<file path="src/rtl/video_source_switch.sv">
// video_source_switch: N-input video selector. Source changes happen only on frame
// edges, with muted output between the old and new source and optional holdoff frames.
module video_source_switch #(
    parameter int unsigned NUM_SRC        = 4,
    parameter int unsigned SEL_W          = 2,
    parameter int unsigned COLOR_W        = 12,
    parameter bit          SYNC_POL       = 1'b1,
    parameter int unsigned DEFAULT_SRC    = 0,
    parameter int unsigned HOLDOFF_FRAMES = 1,
    parameter int unsigned VS_TIMEOUT     = 4194304
) (
    input  logic                       sys_clk,
    input  logic                       reset_n,
    input  logic [NUM_SRC-1:0]         src_de,
    input  logic [NUM_SRC-1:0]         src_hs,
    input  logic [NUM_SRC-1:0]         src_vs,
    input  logic [NUM_SRC*COLOR_W-1:0] src_r,
    input  logic [NUM_SRC*COLOR_W-1:0] src_g,
    input  logic [NUM_SRC*COLOR_W-1:0] src_b,
    input  logic [SEL_W-1:0]           sel_req,
    input  logic                       sel_req_valid,
    output logic [SEL_W-1:0]           sel_active,
    output logic                       switch_busy,
    output logic                       sel_err,
    output logic                       vs_timeout,
    output logic                       out_de,
    output logic                       out_hs,
    output logic                       out_vs,
    output logic [COLOR_W-1:0]         out_r,
    output logic [COLOR_W-1:0]         out_g,
    output logic [COLOR_W-1:0]         out_b
);

    // Slots padded to a power of two so any SEL_W-bit select indexes a real entry.
    localparam int unsigned       NSLOT     = 1 << SEL_W;
    localparam int unsigned       TO_W      = $clog2(VS_TIMEOUT + 1);
    localparam logic [SEL_W-1:0]  DEF_SEL   = SEL_W'(DEFAULT_SRC);
    localparam logic [SEL_W:0]    NUM_SRC_X = (SEL_W + 1)'(NUM_SRC);
    localparam logic [3:0]        HOLD_INIT = 4'(HOLDOFF_FRAMES);
    localparam logic [TO_W-1:0]   TO_LAST   = TO_W'(VS_TIMEOUT - 1);

    typedef enum logic [1:0] {StIdle, StWaitCurVs, StWaitNewVs, StHoldoff} state_e;

    state_e               state;
    logic [SEL_W-1:0]     target;
    logic                 pend_valid;
    logic [SEL_W-1:0]     pend_sel;
    logic [3:0]           hold_cnt;
    logic [TO_W-1:0]      to_cnt;

    logic [NSLOT-1:0]     de_slot, hs_slot, vs_slot, vs_act, vs_act_prev, edge_slot;
    logic [COLOR_W-1:0]   r_slot [NSLOT];
    logic [COLOR_W-1:0]   g_slot [NSLOT];
    logic [COLOR_W-1:0]   b_slot [NSLOT];

    logic                 cur_de, cur_hs, cur_vs, cur_edge;
    logic [COLOR_W-1:0]   cur_r, cur_g, cur_b;
    logic                 req_in_range, req_ok, to_hit;
    logic                 idle_req;
    logic [SEL_W-1:0]     idle_sel;

    // Unpack the flat source buses into per-slot signals; unused slots read as zero.
    always_comb begin
        de_slot = '0;
        hs_slot = '0;
        vs_slot = '0;
        for (int k = 0; k < NSLOT; k++) begin
            r_slot[k] = '0;
            g_slot[k] = '0;
            b_slot[k] = '0;
        end
        for (int k = 0; k < NUM_SRC; k++) begin
            de_slot[k] = src_de[k];
            hs_slot[k] = src_hs[k];
            vs_slot[k] = src_vs[k];
            r_slot[k]  = src_r[k*COLOR_W +: COLOR_W];
            g_slot[k]  = src_g[k*COLOR_W +: COLOR_W];
            b_slot[k]  = src_b[k*COLOR_W +: COLOR_W];
        end
    end

    // Edges are tracked on every source so the monitored one can change without a false edge.
    assign vs_act    = vs_slot ^ {NSLOT{~SYNC_POL}};
    assign edge_slot = vs_act & ~vs_act_prev;

    assign cur_de   = de_slot[sel_active];
    assign cur_hs   = hs_slot[sel_active];
    assign cur_vs   = vs_slot[sel_active];
    assign cur_r    = r_slot[sel_active];
    assign cur_g    = g_slot[sel_active];
    assign cur_b    = b_slot[sel_active];
    assign cur_edge = edge_slot[sel_active];

    assign req_in_range = ({1'b0, sel_req} < NUM_SRC_X);
    assign req_ok       = sel_req_valid && req_in_range;
    assign to_hit       = (to_cnt == TO_LAST);

    // In IDLE a fresh strobe overrides any request left pending from the last switch.
    assign idle_req = req_ok || pend_valid;
    assign idle_sel = req_ok ? sel_req : pend_sel;

    // Registered copy of every source's active-level vsync for edge detection.
    always_ff @(posedge sys_clk or negedge reset_n) begin
        if (!reset_n) begin
            vs_act_prev <= '0;
        end else begin
            vs_act_prev <= vs_act;
        end
    end

    // Switch FSM with registered status and video outputs.
    always_ff @(posedge sys_clk or negedge reset_n) begin
        if (!reset_n) begin
            state       <= StIdle;
            sel_active  <= DEF_SEL;
            target      <= DEF_SEL;
            pend_valid  <= 1'b0;
            pend_sel    <= '0;
            hold_cnt    <= '0;
            to_cnt      <= '0;
            switch_busy <= 1'b0;
            sel_err     <= 1'b0;
            vs_timeout  <= 1'b0;
            out_de      <= 1'b0;
            out_hs      <= ~SYNC_POL;
            out_vs      <= ~SYNC_POL;
            out_r       <= '0;
            out_g       <= '0;
            out_b       <= '0;
        end else begin
            sel_err    <= sel_req_valid && !req_in_range;
            vs_timeout <= 1'b0;
            out_de     <= cur_de;
            out_hs     <= cur_hs;
            out_vs     <= cur_vs;
            out_r      <= cur_r;
            out_g      <= cur_g;
            out_b      <= cur_b;

            if (state != StIdle && req_ok) begin
                pend_valid <= 1'b1;
                pend_sel   <= sel_req;
            end

            unique case (state)
                StIdle: begin
                    to_cnt     <= '0;
                    pend_valid <= 1'b0;
                    if (idle_req && idle_sel != sel_active) begin
                        target      <= idle_sel;
                        switch_busy <= 1'b1;
                        state       <= StWaitCurVs;
                    end
                end
                StWaitCurVs: begin
                    to_cnt <= to_cnt + 1'b1;
                    if (cur_edge || to_hit) begin
                        sel_active <= target;
                        to_cnt     <= '0;
                        state      <= StWaitNewVs;
                        vs_timeout <= !cur_edge;
                        out_de     <= 1'b0;
                        out_hs     <= ~SYNC_POL;
                        out_vs     <= ~SYNC_POL;
                        out_r      <= '0;
                        out_g      <= '0;
                        out_b      <= '0;
                    end
                end
                StWaitNewVs: begin
                    to_cnt <= to_cnt + 1'b1;
                    out_de <= 1'b0;
                    out_hs <= ~SYNC_POL;
                    out_vs <= ~SYNC_POL;
                    out_r  <= '0;
                    out_g  <= '0;
                    out_b  <= '0;
                    if (cur_edge) begin
                        // New source's syncs start with its own frame edge.
                        out_hs <= cur_hs;
                        out_vs <= cur_vs;
                        to_cnt <= '0;
                        if (HOLDOFF_FRAMES == 0) begin
                            switch_busy <= 1'b0;
                            state       <= StIdle;
                        end else begin
                            hold_cnt <= HOLD_INIT;
                            state    <= StHoldoff;
                        end
                    end else if (to_hit) begin
                        to_cnt      <= '0;
                        vs_timeout  <= 1'b1;
                        switch_busy <= 1'b0;
                        state       <= StIdle;
                    end
                end
                StHoldoff: begin
                    out_de <= 1'b0;
                    out_r  <= '0;
                    out_g  <= '0;
                    out_b  <= '0;
                    if (cur_edge) begin
                        hold_cnt <= hold_cnt - 1'b1;
                        if (hold_cnt == 4'd1) begin
                            switch_busy <= 1'b0;
                            state       <= StIdle;
                        end
                    end
                end
            endcase
        end
    end

endmodule

</file>
<file path="config.mk">
export PLATFORM = sky130hd
export DESIGN_NAME = video_source_switch
export DESIGN_NICKNAME = d
export VERILOG_FILES = /design/src/rtl/video_source_switch.sv
export SDC_FILE = /design/constraint.sdc
export NUM_CORES = 1
export LEC_CHECK = 0
export BUFFER_PORTS_ARGS = -buffer_cell sky130_fd_sc_hd__buf_4
export CAP_MARGIN = 10
export CORE_UTILIZATION = 48
export DETAILED_ROUTE_END_ITERATION = 8
export GPL_TIMING_DRIVEN = 0
export PLACE_DENSITY = 0.81
export SETUP_SLACK_MARGIN = 0.1
export SYNTH_ARGS = -nofsm -noshare
export SYNTH_HDL_FRONTEND = slang
export SYNTH_SLANG_ARGS = --single-unit
</file>
<file path="constraint.sdc">
create_clock -name sys_clk -period 2.5 [get_ports sys_clk]
set_clock_uncertainty 0.05 [all_clocks]
set_input_delay 0.75 -clock sys_clk [delete_from_list [all_inputs] [get_ports sys_clk]]
set_output_delay 0.75 -clock sys_clk [all_outputs]
set_load 0.1 [all_outputs]
</file>
---- After elaboration in Yosys (flattened, before gate mapping) ----
Cells that the tools add are included.
storage, ports and cells
  register bits ........................... 81
  output and inout bits ................... 44
  logic and storage cells ................. 112
operators by class
  bitwise logic cells ..................... 3
  mux-type cells .......................... 58
  $lt $le $gt $ge ......................... 2
  reductions and logical operators ........ 17
  add/sub/neg operators ................... 2
  equal/unequal tests ..................... 14
operator list
  cell                     count
  $mux W12                 9
  $bmux W12 S2             3
  $pmux W12 S2             3
  $mux W23                 3
  $pmux W23 S3             1
  $add A23 B1 Y23 const B  1
  $eq A23 B22 Y1 const B   1
  $mux W1                  19
  $mux W2                  7
  $ne A2 B2 Y1 const B     7
  $bmux W1 S2              4
  $mux W4                  2
  $pmux W1 S2              4
  $pmux W2 S4              1
  $pmux W4 S2              1
  $reduce_and A6 Y1        1
  $reduce_bool A2 Y1       3
  $reduce_bool A3 Y1       2
  $reduce_and A5 Y1        1
  $and A4 B4 Y4            1
  $eq A2 B2 Y1 const B     2
  $eq A4 B1 Y1 const B     1
  $not A4 Y4               1
  $reduce_and A2 Y1        2
  other kinds (14)         16

---- Depth between registers and ports, before layout ----
  depth in word-level cells ............... 7
  mapped depth ............................ 8
  gate-level depth less buffers ........... 7

---- Least setup slack after synthesis ----
No wires, ideal clock.
  path type ............................... reg-to-reg
  from .................................... register sel_active[1]
  to ...................................... register to_cnt[17]
  cell stages (with the launch flop) ...... 7
  required time ........................... 2.368 ns
  arrival time ............................ 2.641 ns
  setup time .............................. 0.082 ns
  path buffers ............................ 2
  setup slack ............................. -0.273 ns
  clock period less this slack ............ 2.773 ns
  path through ............................ dfrtp_1 > buf_4 > mux4_2 > a2111oi_4 > buf_6 > a41oi_1 > a31oi_1
between the ends
  longest elaborated chain between the ends .. 5
ends and longest elaborated chain
  what                             RTL line  RTL
  start, declared                  22        output logic [SEL_W-1:0] sel_active,
  start signal, assigned           158       sel_active <= target;
  $bmux W1 S2 *                    92        assign cur_edge = edge_slot[sel_active];
  $mux W1 (implied by the code) *  92
  $logic_or A1 B1 Y1               157       if (cur_edge || to_hit) begin
  $mux W23                         157
  $pmux W23 S3 *                   145       unique case (state)
  end signal, assigned             156       to_cnt <= to_cnt + 1'b1;
  end signal, assigned             171       to_cnt <= to_cnt + 1'b1;
  end, declared                    49        logic [TO_W-1:0] to_cnt;
Mark *: on every way between the ends. The rest lies on a longest branch, timed or not. The select of a mux whose other input is x is not followed.
A chain may end at the register's enable or synchronous reset.

---- Worst setup path in the final report ----
  from .................................... register to_cnt[0]
  to ...................................... register to_cnt[3]
between the ends
  longest elaborated chain between the ends .. 4
ends and longest elaborated chain
  what                                               RTL line
  $add A23 B1 Y23 or $eq A23 B22 Y1 (tied branches)  156, 171, 96
  $mux W23 or $logic_or A1 B1 Y1 (tied branches)     190, 157
  $mux W23 (on tied branches)                        178, 157
  $pmux W23 S3 *                                     145
Mark *: on every way between the ends. The rest lies on a longest branch, timed or not.

==> flow_metrics.env <==
export IMPL_portBuffers=203
export IMPL_dp_hpwl_mm=9.74
export IMPL_hold_viol_final=0
export IMPL_synth_fp_nets=545
export IMPL_ys_warn_count=0
export IMPL_syn_area_mm2=0.00455
export IMPL_dr_pass1_iters=4
export IMPL_slew_viol_final=0
export IMPL_fill_cells=647
export IMPL_antenna_cells=0
export IMPL_htree_levels=3
export IMPL_slew_headroom_pct=34.7
export IMPL_synth_seq_area_share_pct=44.6
export IMPL_tightest_slew_ps=979
export IMPL_synth_edff_count=0
export IMPL_dieArea_mm2=0.00987
export IMPL_worst_hold_path_num_cells=1
export IMPL_reg2regPathDepth=9
export IMPL_synth_seq_cells=81
export IMPL_async_reset_ff_share_pct=100
export IMPL_synth_cell_types=49
export IMPL_antenna_found_initial=0
export IMPL_nets=771
export IMPL_cts_clk_slew_worst_paths_ps=80
export IMPL_status="finished clean"
export IMPL_drtIter0Drc=161
export IMPL_whs_ps=431
export IMPL_hp_class="reg2reg"
export IMPL_netSwitchingPower_mw=4.29
export IMPL_p_int_mw=3.85
export IMPL_pwr_density_cell_mw_per_mm2=1250
export IMPL_grt_max_degree=82
export IMPL_clk_latency_ps=360
export IMPL_clock_sinks=81
export IMPL_startpoint_type="register"
export IMPL_required_ps=2690
export IMPL_setup_viol=0
export IMPL_pin_count=205
export IMPL_fmax_mhz=424
export IMPL_ir_worst_vdd_uv=1110
export IMPL_synth_cells=375
export IMPL_core_area_mm2=0.00920
export IMPL_cts_tree="yes"
export IMPL_min_period_over_period_pct=94.4
export IMPL_seqPwrFrac_pct=23.8
export IMPL_globalplace_congestion=0.849
export IMPL_cts_root_buf="clkbuf_8"
export IMPL_chipHeight_um=99.4
export IMPL_drive_above_1_share_pct=49.2
export IMPL_grt_pass1_vias=4056
export IMPL_synth_ff_type="dfrtp_1"
export IMPL_p_clk_share_pct=10.7
export IMPL_endpoint_kind="register"
export IMPL_multi_input_area_mm2=0.00241
export IMPL_syn_area_per_cell_um2=12.1
export IMPL_grt_usage_pct=26.0
export IMPL_cts_buffers=9
export IMPL_crit_fanout=5
export IMPL_grt_pass1_wl_mm=19.7
export IMPL_regArea_mm2=0.00203
export IMPL_die_w_um=99.4
export IMPL_finalCriticalPeriod_ps=2360
export IMPL_wl_per_cell_um=17.7
export IMPL_critical_path_class="reg2reg"
export IMPL_areaGrowthSynthToFinish_pct=43.7
export IMPL_placementRows=35
export IMPL_antenna_left=0
export IMPL_routed_wl_mm=12.7
export IMPL_cp_arrival_ps=2550
export IMPL_drv_cap=0
export IMPL_sw_frac_of_total_pct=52.7
export IMPL_drcViolationCount=0
export IMPL_final_core_util_pct=71.1
export IMPL_routed_via_count=3975
export IMPL_via_per_inst=5.54
export IMPL_grt_overflow=0
export IMPL_initial_utilization_pct=49.5
export IMPL_combPwrFrac_pct=65.5
export IMPL_leakage_nw=3.05
export IMPL_grt_setup_unrepaired="false"
export IMPL_clock_path_buffers=2
==> sequential cells by signal, indices dropped and copies added (netlist names) <==
register and cells:
vs_timeout 1, state 2, pend_sel 2, target 2, out_b 12, out_hs 1, vs_act_prev 4, switch_busy 1
pend_valid 1, out_vs 1, out_r 12, to_cnt 23, out_g 12, sel_active 2, out_de 1, hold_cnt 4
==> path summary, 6_finish.rpt <==
kind	startpoint	to	slack, ps
worst max-delay path	to_cnt[0]$_DFFE_PN0P_	to_cnt[3]$_DFFE_PN0P_	140
worst min-delay path	to_cnt[22]$_DFFE_PN0P_	to_cnt[22]$_DFFE_PN0P_	430
worst max register to register	to_cnt[0]$_DFFE_PN0P_	to_cnt[3]$_DFFE_PN0P_	140
worst min register to register	to_cnt[22]$_DFFE_PN0P_	to_cnt[22]$_DFFE_PN0P_	430
max in group asynchronous	reset_n	sel_active[1]$_DFFE_PN0P_	1180
min in group asynchronous	reset_n	to_cnt[16]$_DFFE_PN0P_	500
==> critical path: stages (launching register included) <==
cell and delay (ps):
dfrtp_2 410, ha_4 150, nand4_1 260, nor4_4 480, buf_4 190, a2111oi_4 60, buf_4 180, buf_4 150
a21o_1 150, a21o_1 160
==> through the flow <==
stage / setup slack, ps / cell area, um^2 / instances / total power, mW / TNS [ps]
6_report: 141 / 6540 / 717 / 8.15 / 0
5_1_grt: 76.6 / 6540 / 717 / 8.53 / 0
4_1_cts: 100 / 6430 / 707 / 8.02 / 0
3_5_place_dp: -329 / 6220 / 689 / 7.10 / -7400
3_3_place_gp: -281 / 6220 / 689 / 7.01 / -6440
2_1_floorplan: 101 / 4550 / 375 / 5.85 / 0
==> metal layers <==
metal | GRT usage (%) | vias to the layer above | wire length (um)
li1 | - | 1855 | -
met1 | 33.4 | 1955 | 5110
met2 | 42.7 | 147 | 6480
met3 | 7.80 | 18 | 839
met4 | 8.14 | 0 | 265
met5 | 0 | - | 0
==> cells by family (layout without fill, tap and decap cells) <==
group | Yosys count | count (layout) | share of synthesized area, %
mux | 50 | 50 | 22.4
simple gates | 128 | 128 | 16.1
flops | 81 | 81 | 44.6
fa+ha+maj | 9 | 9 | 2.48
xor+xnor | 6 | 6 | 1.16
compound gates | 68 | 68 | 10.1
other cells | 1 | 1 | 0.0824
buf+inv | 32 | 263 | 3.16
==> repair_timing <==
| item | in CTS | in global routing |
|---|---|---|
| cloned | 0 | 1 |
| setup endpoints to repair | 44 | 44 |
| gates resized for setup | 6 | 7 |
| pin swaps | 2 | 6 |
| hold buffers | 0 | 0 |
| buffers inserted | 2 | 10 |
| endpoints found under the hold margin | 0 | 0 |
==> cell usage after synthesis, types with 9 or more instances <==
library cell / number / area share, %
nand2_1: 22 / 1.8
clkbuf_1: 12 / 0.99
nor2b_1: 44 / 6.1
inv_1: 11 / 0.91
o21ai_0: 15 / 1.7
ha_1: 9 / 2.5
nor2_1: 10 / 0.83
a21oi_1: 10 / 1.1
mux4_2: 41 / 20
a31oi_1: 14 / 1.9
dfrtp_1: 81 / 45
nand2b_1: 10 / 1.4
==> power by group through the flow <==
stage / Combinational [mW] / Clock, mW / Sequential [mW]
5_1_grt: 5.61 / 0.942 / 1.98
2_1_floorplan: 1.84 / 0 / 4.01
4_1_cts: 5.22 / 0.889 / 1.91
3_5_place_dp: 5.17 / 0 / 1.93
3_3_place_gp: 5.09 / 0 / 1.92
6_report: 5.33 / 0.873 / 1.94
==> final cells by class <==
| type | count | area share [%] |
|---|---|---|
| Buffer | 20 | 1.72 |
| Clock buffer | 10 | 2.11 |
| Clock inverter | 6 | 0.651 |
| Inverter | 11 | 0.632 |
| Multi-Input combinational cell | 262 | 36.9 |
| Sequential cell | 81 | 31.1 |
| Tap cell | 111 | 2.12 |
| Timing Repair Buffer | 216 | 24.8 |
==> layout by cell type, fill, tap and decap left out, types with 4 or more instances in the layout <==
cell	count
mux2i_1	4
nor2b_1	44
nand2b_1	10
mux4_2	41
nand2_1	22
a31oi_1	14
nor3_1	6
o31ai_1	4
clkbuf_8	10
a21o_1	5
a21oi_1	10
o21ai_0	15
dfrtp_1	77
nand4_1	8
inv_1	11
buf_2	4
ha_1	8
buf_4	217
nor2_1	10
clkbuf_1	8
nand3_1	8
Power figures use the tool's default switching activity.
